<file path="src/rtl/mult_div_pkg.sv">
// rtl/mult_div_pkg.sv - shared op codes, FSM states and constants for the HI/LO multiply/divide unit
package mult_div_pkg;

    typedef enum logic [2:0] {
        OP_MULT  = 3'd0,
        OP_MULTU = 3'd1,
        OP_DIV   = 3'd2,
        OP_DIVU  = 3'd3,
        OP_MTHI  = 3'd4,
        OP_MTLO  = 3'd5
    } op_t;

    typedef enum logic [1:0] {
        IDLE,
        RUN,
        FIX
    } state_t;

    localparam int          ITER_COUNT = 32;
    localparam logic [31:0] DIV0_LO    = 32'hFFFFFFFF;

endpackage

</file>
<file path="src/rtl/mult_div_sign_fix.sv">
// rtl/mult_div_sign_fix.sv - operand magnitude conditioning and two's-complement result correction
module mult_div_sign_fix
    import mult_div_pkg::*;
#(
    parameter int WIDTH = 32
) (
    input  logic [WIDTH-1:0]   a_i,
    input  logic [WIDTH-1:0]   b_i,
    input  logic               signed_i,
    output logic [WIDTH-1:0]   abs_a_o,
    output logic [WIDTH-1:0]   abs_b_o,
    output logic               neg_a_o,
    output logic               neg_b_o,
    input  logic [2*WIDTH-1:0] prod_i,
    input  logic               neg_prod_i,
    output logic [2*WIDTH-1:0] prod_o,
    input  logic [WIDTH-1:0]   quot_i,
    input  logic               neg_quot_i,
    output logic [WIDTH-1:0]   quot_o,
    input  logic [WIDTH-1:0]   rem_i,
    input  logic               neg_rem_i,
    output logic [WIDTH-1:0]   rem_o
);

    // The most negative value maps onto itself, which is the correct unsigned magnitude.
    assign neg_a_o = signed_i & a_i[WIDTH-1];
    assign neg_b_o = signed_i & b_i[WIDTH-1];
    assign abs_a_o = neg_a_o ? (~a_i + 1'b1) : a_i;
    assign abs_b_o = neg_b_o ? (~b_i + 1'b1) : b_i;

    assign prod_o  = neg_prod_i ? (~prod_i + 1'b1) : prod_i;
    assign quot_o  = neg_quot_i ? (~quot_i + 1'b1) : quot_i;
    assign rem_o   = neg_rem_i  ? (~rem_i  + 1'b1) : rem_i;

endmodule

</file>
<file path="src/rtl/mult_div_unit.sv">
// rtl/mult_div_unit.sv - iterative HI/LO multiply/divide unit; MULT_DIV_FAST_MULT_EN selects a single-cycle multiply
module mult_div_unit
    import mult_div_pkg::*;
#(
    parameter int WIDTH = 32,
    parameter int CNT_W = 6
) (
    input  logic             clk,
    input  logic             reset,
    input  logic             start,
    input  logic [2:0]       op,
    input  logic [WIDTH-1:0] rs,
    input  logic [WIDTH-1:0] rt,
    output logic             busy,
    output logic             done,
    output logic [WIDTH-1:0] hi,
    output logic [WIDTH-1:0] lo
);

    state_t             state_q, state_d;
    logic [CNT_W-1:0]   cnt_q, cnt_d;
    logic [WIDTH-1:0]   a_q, a_d;
    logic [WIDTH-1:0]   b_q, b_d;
    logic [2*WIDTH-1:0] acc_q, acc_d;
    logic [WIDTH-1:0]   rs_q, rs_d;
    logic               is_div_q, is_div_d;
    logic               div0_q, div0_d;
    logic               neg_lo_q, neg_lo_d;
    logic               neg_hi_q, neg_hi_d;
    logic [WIDTH-1:0]   hi_q, hi_d;
    logic [WIDTH-1:0]   lo_q, lo_d;
    logic               done_q, done_d;

    logic [WIDTH-1:0]   abs_a, abs_b;
    logic               neg_a, neg_b;
    logic               signed_op;
    logic [2*WIDTH-1:0] prod_mag, prod_fix;
    logic [WIDTH-1:0]   quot_fix, rem_fix;
    logic [WIDTH:0]     mul_sum, rem_sh, trial;

    assign signed_op = (op == OP_MULT) || (op == OP_DIV);

`ifdef MULT_DIV_FAST_MULT_EN
    assign prod_mag = is_div_q ? acc_q
                               : ({{WIDTH{1'b0}}, a_q} * {{WIDTH{1'b0}}, b_q});
`else
    assign prod_mag = acc_q;
`endif

    mult_div_sign_fix #(.WIDTH(WIDTH)) u_sign_fix (
        .a_i        (rs),
        .b_i        (rt),
        .signed_i   (signed_op),
        .abs_a_o    (abs_a),
        .abs_b_o    (abs_b),
        .neg_a_o    (neg_a),
        .neg_b_o    (neg_b),
        .prod_i     (prod_mag),
        .neg_prod_i (neg_lo_q),
        .prod_o     (prod_fix),
        .quot_i     (acc_q[WIDTH-1:0]),
        .neg_quot_i (neg_lo_q),
        .quot_o     (quot_fix),
        .rem_i      (acc_q[2*WIDTH-1:WIDTH]),
        .neg_rem_i  (neg_hi_q),
        .rem_o      (rem_fix)
    );

    // Multiply keeps {partial product, remaining multiplier bits} in acc; divide keeps {remainder, dividend/quotient}.
    assign mul_sum = {1'b0, acc_q[2*WIDTH-1:WIDTH]} + {1'b0, a_q};
    assign rem_sh  = {acc_q[2*WIDTH-1:WIDTH], acc_q[WIDTH-1]};
    assign trial   = rem_sh - {1'b0, b_q};

    always_comb begin
        state_d  = state_q;
        cnt_d    = cnt_q;
        a_d      = a_q;
        b_d      = b_q;
        acc_d    = acc_q;
        rs_d     = rs_q;
        is_div_d = is_div_q;
        div0_d   = div0_q;
        neg_lo_d = neg_lo_q;
        neg_hi_d = neg_hi_q;
        hi_d     = hi_q;
        lo_d     = lo_q;
        done_d   = 1'b0;
        case (state_q)
            IDLE: begin
                if (start) begin
                    case (op)
                        OP_MULT, OP_MULTU: begin
                            a_d      = abs_a;
                            b_d      = abs_b;
                            acc_d    = {{WIDTH{1'b0}}, abs_b};
                            is_div_d = 1'b0;
                            div0_d   = 1'b0;
                            neg_lo_d = neg_a ^ neg_b;
                            neg_hi_d = 1'b0;
                            cnt_d    = '0;
`ifdef MULT_DIV_FAST_MULT_EN
                            state_d  = FIX;
`else
                            state_d  = RUN;
`endif
                        end
                        OP_DIV, OP_DIVU: begin
                            a_d      = abs_a;
                            b_d      = abs_b;
                            acc_d    = {{WIDTH{1'b0}}, abs_a};
                            rs_d     = rs;
                            is_div_d = 1'b1;
                            div0_d   = (rt == '0);
                            neg_lo_d = neg_a ^ neg_b;
                            neg_hi_d = neg_a;
                            cnt_d    = '0;
                            state_d  = RUN;
                        end
                        OP_MTHI: hi_d = rs;
                        OP_MTLO: lo_d = rs;
                        default: ;
                    endcase
                end
            end
            RUN: begin
                if (is_div_q) begin
                    if (!trial[WIDTH]) begin
                        acc_d = {trial[WIDTH-1:0], acc_q[WIDTH-2:0], 1'b1};
                    end else begin
                        acc_d = {rem_sh[WIDTH-1:0], acc_q[WIDTH-2:0], 1'b0};
                    end
                end else if (acc_q[0]) begin
                    acc_d = {mul_sum, acc_q[WIDTH-1:1]};
                end else begin
                    acc_d = {1'b0, acc_q[2*WIDTH-1:1]};
                end
                cnt_d = cnt_q + CNT_W'(1);
                if (cnt_q == CNT_W'(WIDTH - 1)) begin
                    state_d = FIX;
                end
            end
            FIX: begin
                if (is_div_q && div0_q) begin
                    hi_d = rs_q;
                    lo_d = WIDTH'(DIV0_LO);
                end else if (is_div_q) begin
                    hi_d = rem_fix;
                    lo_d = quot_fix;
                end else begin
                    {hi_d, lo_d} = prod_fix;
                end
                done_d  = 1'b1;
                cnt_d   = '0;
                state_d = IDLE;
            end
            default: state_d = IDLE;
        endcase
    end

    always_ff @(posedge clk) begin
        if (reset) begin
            state_q  <= IDLE;
            cnt_q    <= '0;
            a_q      <= '0;
            b_q      <= '0;
            acc_q    <= '0;
            rs_q     <= '0;
            is_div_q <= 1'b0;
            div0_q   <= 1'b0;
            neg_lo_q <= 1'b0;
            neg_hi_q <= 1'b0;
            hi_q     <= '0;
            lo_q     <= '0;
            done_q   <= 1'b0;
        end else begin
            state_q  <= state_d;
            cnt_q    <= cnt_d;
            a_q      <= a_d;
            b_q      <= b_d;
            acc_q    <= acc_d;
            rs_q     <= rs_d;
            is_div_q <= is_div_d;
            div0_q   <= div0_d;
            neg_lo_q <= neg_lo_d;
            neg_hi_q <= neg_hi_d;
            hi_q     <= hi_d;
            lo_q     <= lo_d;
            done_q   <= done_d;
        end
    end

    assign busy = (state_q != IDLE);
    assign done = done_q;
    assign hi   = hi_q;
    assign lo   = lo_q;

endmodule

</file>
<file path="config.mk">
export PLATFORM = sky130hd
export DESIGN_NAME = mult_div_unit
export DESIGN_NICKNAME = d
export VERILOG_FILES = /design/src/rtl/mult_div_pkg.sv /design/src/rtl/mult_div_sign_fix.sv /design/src/rtl/mult_div_unit.sv
export SDC_FILE = /design/constraint.sdc
export NUM_CORES = 1
export LEC_CHECK = 0
export CAP_MARGIN = 30
export CORE_MARGIN = 2
export CORE_UTILIZATION = 45
export CTS_BUF_LIST = sky130_fd_sc_hd__clkbuf_8
export DETAILED_ROUTE_END_ITERATION = 6
export PLACE_DENSITY = 0.65
export SLEW_MARGIN = 40
export SYNTH_ARGS = -nofsm -noshare
export SYNTH_HDL_FRONTEND = slang
export SYNTH_HIERARCHICAL = 1
export SYNTH_SLANG_ARGS = --single-unit
</file>
<file path="constraint.sdc">
create_clock -name clk -period 4.4 [get_ports clk]
set_input_delay 0.66 -clock clk [delete_from_list [all_inputs] [get_ports clk]]
set_output_delay 0.66 -clock clk [all_outputs]
set_load 0.02 [all_outputs]
</file>
==> results of run 1 <==
-- sequential cells by signal (all words and copies together), names as in the netlist, 2 cells and up --
name / cells
cnt_q: 6
acc_q: 64
rs_q: 32
b_q: 32
hi: 32
lo: 32
a_q: 32
state_q: 2
-- through the flow --
step	cells	worst slack, ns	hold slack, ns	power, mW
6_report	3206	0.757	0.362	6.62
5_1_grt	3206	0.619	0.348	6.89
4_1_cts	3206	0.857	0.333	6.60
3_5_place_dp	3122	0.599	0.449	4.24
3_3_place_gp	3121	0.590	0.442	4.22
2_1_floorplan	2557	1.40	0.436	3.64
-- layout make-up --
cell class,instances,area (µm²)
Tap cell,539,674
Clock inverter,25,156
Fill cell,4112,20000
Timing Repair Buffer,204,1890
Sequential cell,237,4750
Inverter,66,248
Clock buffer,59,812
Multi-Input combinational cell,2076,13400
-- cell usage in the layout (no fill, tap or decap), drive strengths merged, types with 41 or more instances in the layout --
cell / n
nand2: 449
dfxtp: 237
a21oi: 227
nor2: 187
xnor2: 186
clkdlybuf4s50: 134
o21ai: 107
a311oi: 99
inv: 83
ha: 70
buf: 70
clkbuf: 59
o31ai: 57
a211oi: 53
o211ai: 48
xor2: 45
mux2i: 44
nor3: 41
and2: 41
-- worst reg2reg max path: stages, from the launching register on --
cell and delay (ns):
sky130_fd_sc_hd__dfxtp_1 0.72, sky130_fd_sc_hd__ha_1 0.44, sky130_fd_sc_hd__a21oi_2 0.19, sky130_fd_sc_hd__nor2b_1 0.08, sky130_fd_sc_hd__a211oi_2 0.40, sky130_fd_sc_hd__a31oi_4 0.23, sky130_fd_sc_hd__a31o_4 0.32, sky130_fd_sc_hd__xor2_2 0.12
sky130_fd_sc_hd__buf_4 0.27, sky130_fd_sc_hd__nor3_1 0.07, sky130_fd_sc_hd__a2111oi_0 0.52, sky130_fd_sc_hd__a22o_1 0.21
-- path summary, 6_finish.rpt --
| kind | slack, ns | cells after the start | end |
|---|---|---|---|
| min | 0.36 | 2 | cnt_q[3] |
| max | 0.76 | 11 | acc_q[59] |
| max reg2reg | 0.76 | 11 | acc_q[59] |
| min reg2reg | 0.45 | 2 | b_q[18] |
-- power by group through the flow --
stage | combinational (mW) | clock, mW | sequential, mW
floorplan | 1.24 | 0 | 2.40
global placement | 1.79 | 0 | 2.43
detailed placement | 1.80 | 0 | 2.43
CTS | 1.81 | 2.40 | 2.39
global route | 1.99 | 2.49 | 2.41
finish | 1.85 | 2.38 | 2.40
-- routing by layer --
metal | vias up | track usage | wire (µm)
li1 | 9496 | - | -
met1 | 9625 | 0.437 | 31200
met2 | 921 | 0.506 | 31900
met3 | 183 | 0.0518 | 5820
met4 | 4 | 0.156 | 3540
met5 | - | 0 | 51
-- cells by family after synthesis --
| group | count (synthesis) |
|---|---|
| multiplexers | 51 |
| AO/OA/AOI/OAI | 790 |
| buffers and inverters | 244 |
| XOR/XNOR | 231 |
| adder cells (fa/ha/maj) | 72 |
| AND/OR/NAND/NOR | 932 |
| flip-flops | 237 |
==> impl_summary.md, run 1 <==
Status
The run finished with clean final reports.

Logic synthesis
By area, the combinational part of the netlist is dominated by compound AO/OA/AOI/OAI gates. For this run, the leading register cell type out of synthesis is sky130_fd_sc_hd__dfxtp_1. The synthesized-area fraction occupied by ao, oa, aoi and oai cells is 0.292. The commonest cells after synthesis are 448 x sky130_fd_sc_hd__nand2_1, 237 x sky130_fd_sc_hd__dfxtp_1, 221 x sky130_fd_sc_hd__a21oi_1, 186 x sky130_fd_sc_hd__nor2_1, 185 x sky130_fd_sc_hd__xnor2_1.

Of the total synthesized cell area, the portion taken by XOR and XNOR cells is 0.108. The synthesized netlist occupies a cell area of 19000 µm². The number of flip-flops and latches in the synthesized netlist is 237. Of the total synthesized cell area, the portion taken by full adders, half adders and majority gates is 0.0481. The most used standard cell by instance count after synthesis is sky130_fd_sc_hd__nand2_1.

During synthesis, Yosys emitted a total of 6 warnings. The average instance in the mapped netlist occupies 7.44 µm². Of all cell types, the one taking the most synthesized area is sky130_fd_sc_hd__dfxtp_1. Counting every net in the synthesized netlist gives 2699.

The number of distinct library cells after synthesis is 94. The synthesized design contains 0 enable-type register cells. The proportion of netlist area held by the largest area contributor is 0.249. The simple-gate area share of the yosys netlist is 0.223. The share of the Yosys chip area taken by registers is 0.249. The portion of synthesized area spent on multiplexers is 0.0281. The fraction of registers with async set/reset is 0. The post-synthesis cell count is 2557. By area the synthesized netlist is led by sky130_fd_sc_hd__dfxtp_1 25%, sky130_fd_sc_hd__nand2_1 8.8%, sky130_fd_sc_hd__xnor2_1 8.5%.

Routing
The average vias per placed instance is 6.31. Wires add up to 72500 µm. The count of routing violations after the opening detailed-route iteration is 1947. The number of vias in the routed layout is 20200. Before antenna repair, the detailed router went through 6 iterations. In the routed design, unresolved DRC markers number 0. Once detail routing completed, the nets flagged for antenna violations numbered 0. The average wire length per cell after detail routing is 22.6 µm.

Timing
The number of failing hold endpoints at the final stage is 0. In the finished design, the share of the clock period the worst path needs comes to 0.828. The fmax is 274 MHz. The slew at the pin with the worst max-slew slack is 0.863 ns.

The remaining max-slew budget at the tightest pin is 0.424. Setup repair after global routing left no endpoint under its margin. For the final database, setup skew stands at 0.0262 ns. The routed design could run at a clock period as short as 3.64 ns.

The sum of negative setup slack is 0 ns. Setup violations remaining at the end of the flow were counted as 0. The final count of pins violating max slew is 0.

Critical path
In this run the critical register-to-register path is launched from acc_q[40]. The biggest cell delay along the critical path is 0.72 ns. On the critical path the largest part of the delay comes from compound AO/OA/AOI/OAI gates. Of all nets on the critical path, the largest fanout is 14. The data arrival time at the worst-slack endpoint is 4.21 ns. The required arrival time at the worst endpoint is 4.96 ns. The launch point of the worst path is acc_q[40]. The path type of the worst setup path is reg2reg.

The slowest library cell on the worst path is sky130_fd_sc_hd__dfxtp_1. The critical path goes through ha_1 -> a21oi_2 -> nor2b_1 -> a211oi_2 -> a31oi_4 -> a31o_4 -> xor2_2 -> buf_4 -> nor3_1 -> a2111oi_0 -> a22o_1. The buffer and inverter count on the worst path is 1. The startpoint class of the critical path is a register. The category of the worst setup path capture point is a register.

Cells and area
The synthesis-to-layout area growth is 15.1%. The fraction of final layout cells with drive strength greater than 1 is 0.0817. In the final design database the tool counted 2772 nets.

The final core area utilization is 0.523. The finished layout cell area is 21900 µm². The total inserted antenna cells is 0.

Placed design
The number of buffers inserted by port buffering is 135. Summing all placed instances gives a cell area of 20900 µm². The estimated wirelength of the detail-placed design is 54400 µm. At the end of routability-driven placement, the weighted congestion stood at 0.934.

Pwr
In this run the static leakage power is 7.88 nW. The switching part of the total power is 0.358. The share of total power in sequential cells is 0.362.

The clock power share is 0.359. Cell internal power was estimated by the tool at 4.25 mW. The worst-case vdd ir drop is 153 µV.

The combinational group share of total power is 0.279. The total net switching power is 2.37 mW. The power density normalized to cell area is 302 nW/µm².

Floorplanning
In this run the vertical extent of the chip is 210 µm. In this run the horizontal extent of the chip is 210 µm. The I/O pin count is 136.

The floorplan step defined a die boundary enclosing 43900 µm². In this run the core area contains 75 standard-cell rows. The floorplan step defined a core boundary enclosing 41900 µm². The initial utilization of the core area, before any placement, comes to 0.455.

Clock tree
Clock latency on the worst-skew pair, taken at its later pin, is 0.64 ns. The clock net sink count is 237. The post-cts sizing count is 0. The clock tree root driver cell is sky130_fd_sc_hd__clkbuf_8.

The total clock buffers created by CTS is 45. The clock transition at the register clock pins on the worst setup and hold paths after CTS is 0.07 ns. The post-cts hold buffer count is 0. The number of buffers added for setup after CTS is 0.

The count of H-tree levels built during CTS is 2. The maximum count of clock buffers along a single path is 3. TritonCTS built the clock tree.

Global routing
Entering global routing, the biggest net connects 93 pins. The first global-routing pass estimated 111000 µm of wire. The initial antenna violation count is 2. The via count of the first global-routing pass is 18800.

The remaining global-route overflow is 0. The combined global-route utilization of all metal layers is 0.324.

Worst hold path
The type of the most critical hold path is in2reg. The startpoint of the worst hold path is reset.

Flow run
Across the run, the number of max-cap violations was 0.
Note: power is estimated with default switching activity, not from simulation.
==> inputs of run 2 (changes only) <==
clock period = 3.4 ns   (was 4.4 ns; I/O delays follow)
==> run 2 against run 1 <==
Net effect: total power is 28% higher; clock-buffer cell count decreased by 4; sequential share of layout area decreased by 0.71 points; die area is the same; flip-flop and latch count did not move; sequential power is 26% higher; hold slack got worse by 0.056 ns; core utilization up 1.8 points; first-iteration DRC count unchanged; critical path depth up 2; highest routed layer is now met4.
==> impl_summary.md, run 2 (same netlist as run 1, synthesis figures left out) <==
Floorplanning
During I/O placement, the number of pins put on the boundary was 136. The die is 210 µm wide. The floorplan has 75 rows. For this configuration, the core starts out at a cell density of 0.455. The vertical die dimension is 210 µm. The floorplan core area is 41900 µm². The die footprint is 43900 µm².

Critical path
Traced cell by cell, the critical path runs through inv_1 -> ha_1 -> fa_1 -> nand2b_1 -> a21oi_2 -> o211ai_2 -> a31oi_4 -> a31o_4 -> xor2_2 -> buf_12 -> mux2_2 -> a21oi_1 -> o21ai_0. The data arrival time at the worst-slack endpoint is 3.75 ns. In this run the worst path has a maximum fanout of 21.

The worst setup path is captured at a register. The most critical setup path has its startpoint at acc_q[31]. The worst register-to-register path has a depth of 13. The endpoint identified for the worst register-to-register timing path is acc_q[37].

The buffer and inverter count on the worst path is 2. The worst setup path is launched from a register. The launch instance of the worst register-to-register path is acc_q[31]. Grouping stages by cell kind, the critical path spends the most delay in compound AO/OA/AOI/OAI gates. The slowest library cell on the worst path is sky130_fd_sc_hd__fa_1.

The largest single stage delay on the critical path is 0.40 ns. The worst reg-to-reg setup slack is 0.14 ns. For the worst setup path, the data required time is 3.88 ns. The path type of the worst setup path is reg2reg.

Global routing
The via count of the first global-routing pass came to 19100. The combined global-route utilization of all metal layers is 0.324. The most congested layer reported by global routing is met2.

The initial antenna violation count came to 0. The pin count of the biggest net entering global routing is 143. The global routing usage on met2 is 0.510. The met1 layer usage reported by global route is 0.444. The met3 track demand over resource in global routing is 0.0400.

The first global-routing pass estimated 112000 µm of wire. Summed over all layers, the global routing overflow is 0.

Worst hold path
The startpoint of the worst hold path is reset. In this run the worst hold path is classified as in2reg. The worst hold path terminates at state_q[0]. Along the worst hold path, the cell count comes to 2.

Routing
The number of vias in the routed layout is 20500. In the final routed layout, each cell accounts on average for 22.0 µm. The count of nets left with antenna violations once routing finished came out at 0. In the routed layout, each cell is associated on average with a via count of 6.21. The final routed wirelength across all metal layers is 72700 µm.

The number of search-and-repair iterations in the first detailed-routing pass is 5. The number of DRC violations after detailed routing is 0. The count of routing violations after the opening detailed-route iteration is 1947.

Cells and area
The synthesis-to-layout area growth is 19.0%. For this run, the share of the core covered by cells in the final layout is 0.541. The flip-flop count of the largest register, all copies and words added is 64. The library cells used most frequently in the layout, excluding fill and tap cells, are 448 x sky130_fd_sc_hd__nand2_1, 233 x sky130_fd_sc_hd__dfxtp_1, 221 x sky130_fd_sc_hd__a21oi_1. The fraction of final layout cells with drive strength greater than 1 is 0.113. After the last flow step, the layout net total stands at 2874. The register containing the most flip-flops in the final layout is acc_q. Once layout is complete, the cells apart from fillers number 3300.

Counting the fill cells in the layout gives 4056. The library cell used most frequently in the layout, excluding fill and tap cells, is sky130_fd_sc_hd__nand2_1. The total inserted antenna cells is 0.

Clock tree
The tree is rooted in a sky130_fd_sc_hd__clkbuf_8. The total clock buffers created by CTS is 45. The H-tree was split into 2 levels. The clock transition at the register clock pins on the worst setup and hold paths after CTS is 0.06 ns. The clock insertion delay at the later pin of the skew report is 0.63 ns. TritonCTS built the clock tree.

The clock net in this run drives a total of 237 sinks. In this run the deepest clock path goes through 3 buffers.

Placed design
The estimated wirelength of the detail-placed design is 55200 µm. At the end of routability-driven placement, the weighted congestion stood at 0.930. Once placement completed, the tool counted placed cells totaling 3224.

The number of buffers inserted by port buffering is 135.

Timing
In the finished design, the share of the clock period the worst path needs comes to 0.959. The final count of pins violating max slew is 0. The minimum clock period after layout is 3.26 ns. The slew at the pin with the worst max-slew slack is 0.764 ns. The fmax is 307 MHz. Setup repair after global routing left no endpoint under its margin. The clock skew after layout is 0.0367 ns. The number of failing hold endpoints at the final stage came to 0. Final hold analysis gives a worst-case slack of 0.306 ns. The remaining max-slew budget at the tightest pin is 0.487. Setup violations remaining at the end of the flow were counted as 0.

Status
The run finished with clean final reports.

Flow run
Across the run, the number of max-cap violations was 0.

Pwr
Power spread over the standard cell area amounts to 373 nW/µm². The leakage power is 8.35 nW. VDD sags by at most 219 µV.
-- run 2: cell count changes in the layout (fill, tap and decap cells not counted), moves of 2 or more --
cell / delta
sky130_fd_sc_hd__buf_4: +97
sky130_fd_sc_hd__buf_12: +7
sky130_fd_sc_hd__clkbuf_8: -4
sky130_fd_sc_hd__clkinv_2: -3
sky130_fd_sc_hd__nand2b_1: +2
-- run 2: worst max-delay path by stage --
| stage | endpoint | slack (ns) | depth (start not counted) |
|---|---|---|---|
| after floorplan | acc_q[43] | 0.40 | 13 |
| after global placement | acc_q[30] | -0.11 | 11 |
| after detailed placement | acc_q[24] | -0.11 | 10 |
| after CTS | acc_q[59] | 0.13 | 13 |
| after global routing | acc_q[61] | 0.0006 | 13 |
| final | acc_q[37] | 0.14 | 13 |
-- run 2: per-layer routing --
layer / part of all wire / routed length (µm)
met5: 0 / 0
met4: 0.047 / 3430
met3: 0.071 / 5160
met2: 0.44 / 32300
met1: 0.44 / 31800
-- run 2: area by class of cell --
| type | instances | area [µm²] | area share |
|---|---|---|---|
| multi-input combinational | 2076 | 13400 | 0.591 |
| inverter | 66 | 248 | 0.0109 |
| sequential | 237 | 4750 | 0.210 |
| timing repair buffer | 306 | 2730 | 0.120 |
| tap | 539 | 674 | 0.0298 |
| clock buffer | 55 | 757 | 0.0334 |
| clock inverter | 21 | 111 | 0.00492 |
-- run 2: power breakdown --
part / total (mW) / internal (mW) / leakage, nW / switching (mW)
Combinational: 2.57 / 0.993 / 5.91 / 1.58
Sequential: 3.03 / 2.90 / 1.93 / 0.133
Clock: 2.85 / 1.52 / 0.508 / 1.33
Total: 8.46 / 5.41 / 8.35 / 3.04
-- run 2: what timing repair did --
action / CTS / global route
hold buffers: 0 / 0
resized for setup: 0 / 3
buffers inserted: 0 / 0
endpoints found under the setup margin: 0 / 3
-- run 2: stage by stage --
step                      area (µm²)  setup slack, ns  power [mW]  setup TNS [ns]
after CTS                      22600            0.125        8.45               0
final                          22600            0.139        8.46               0
after detailed placement       21800           -0.108        5.60          -0.410
after global placement         21800           -0.106        5.57          -0.231
after floorplan                19000            0.396        4.71               0
after global routing           22600         0.000552        8.83               0
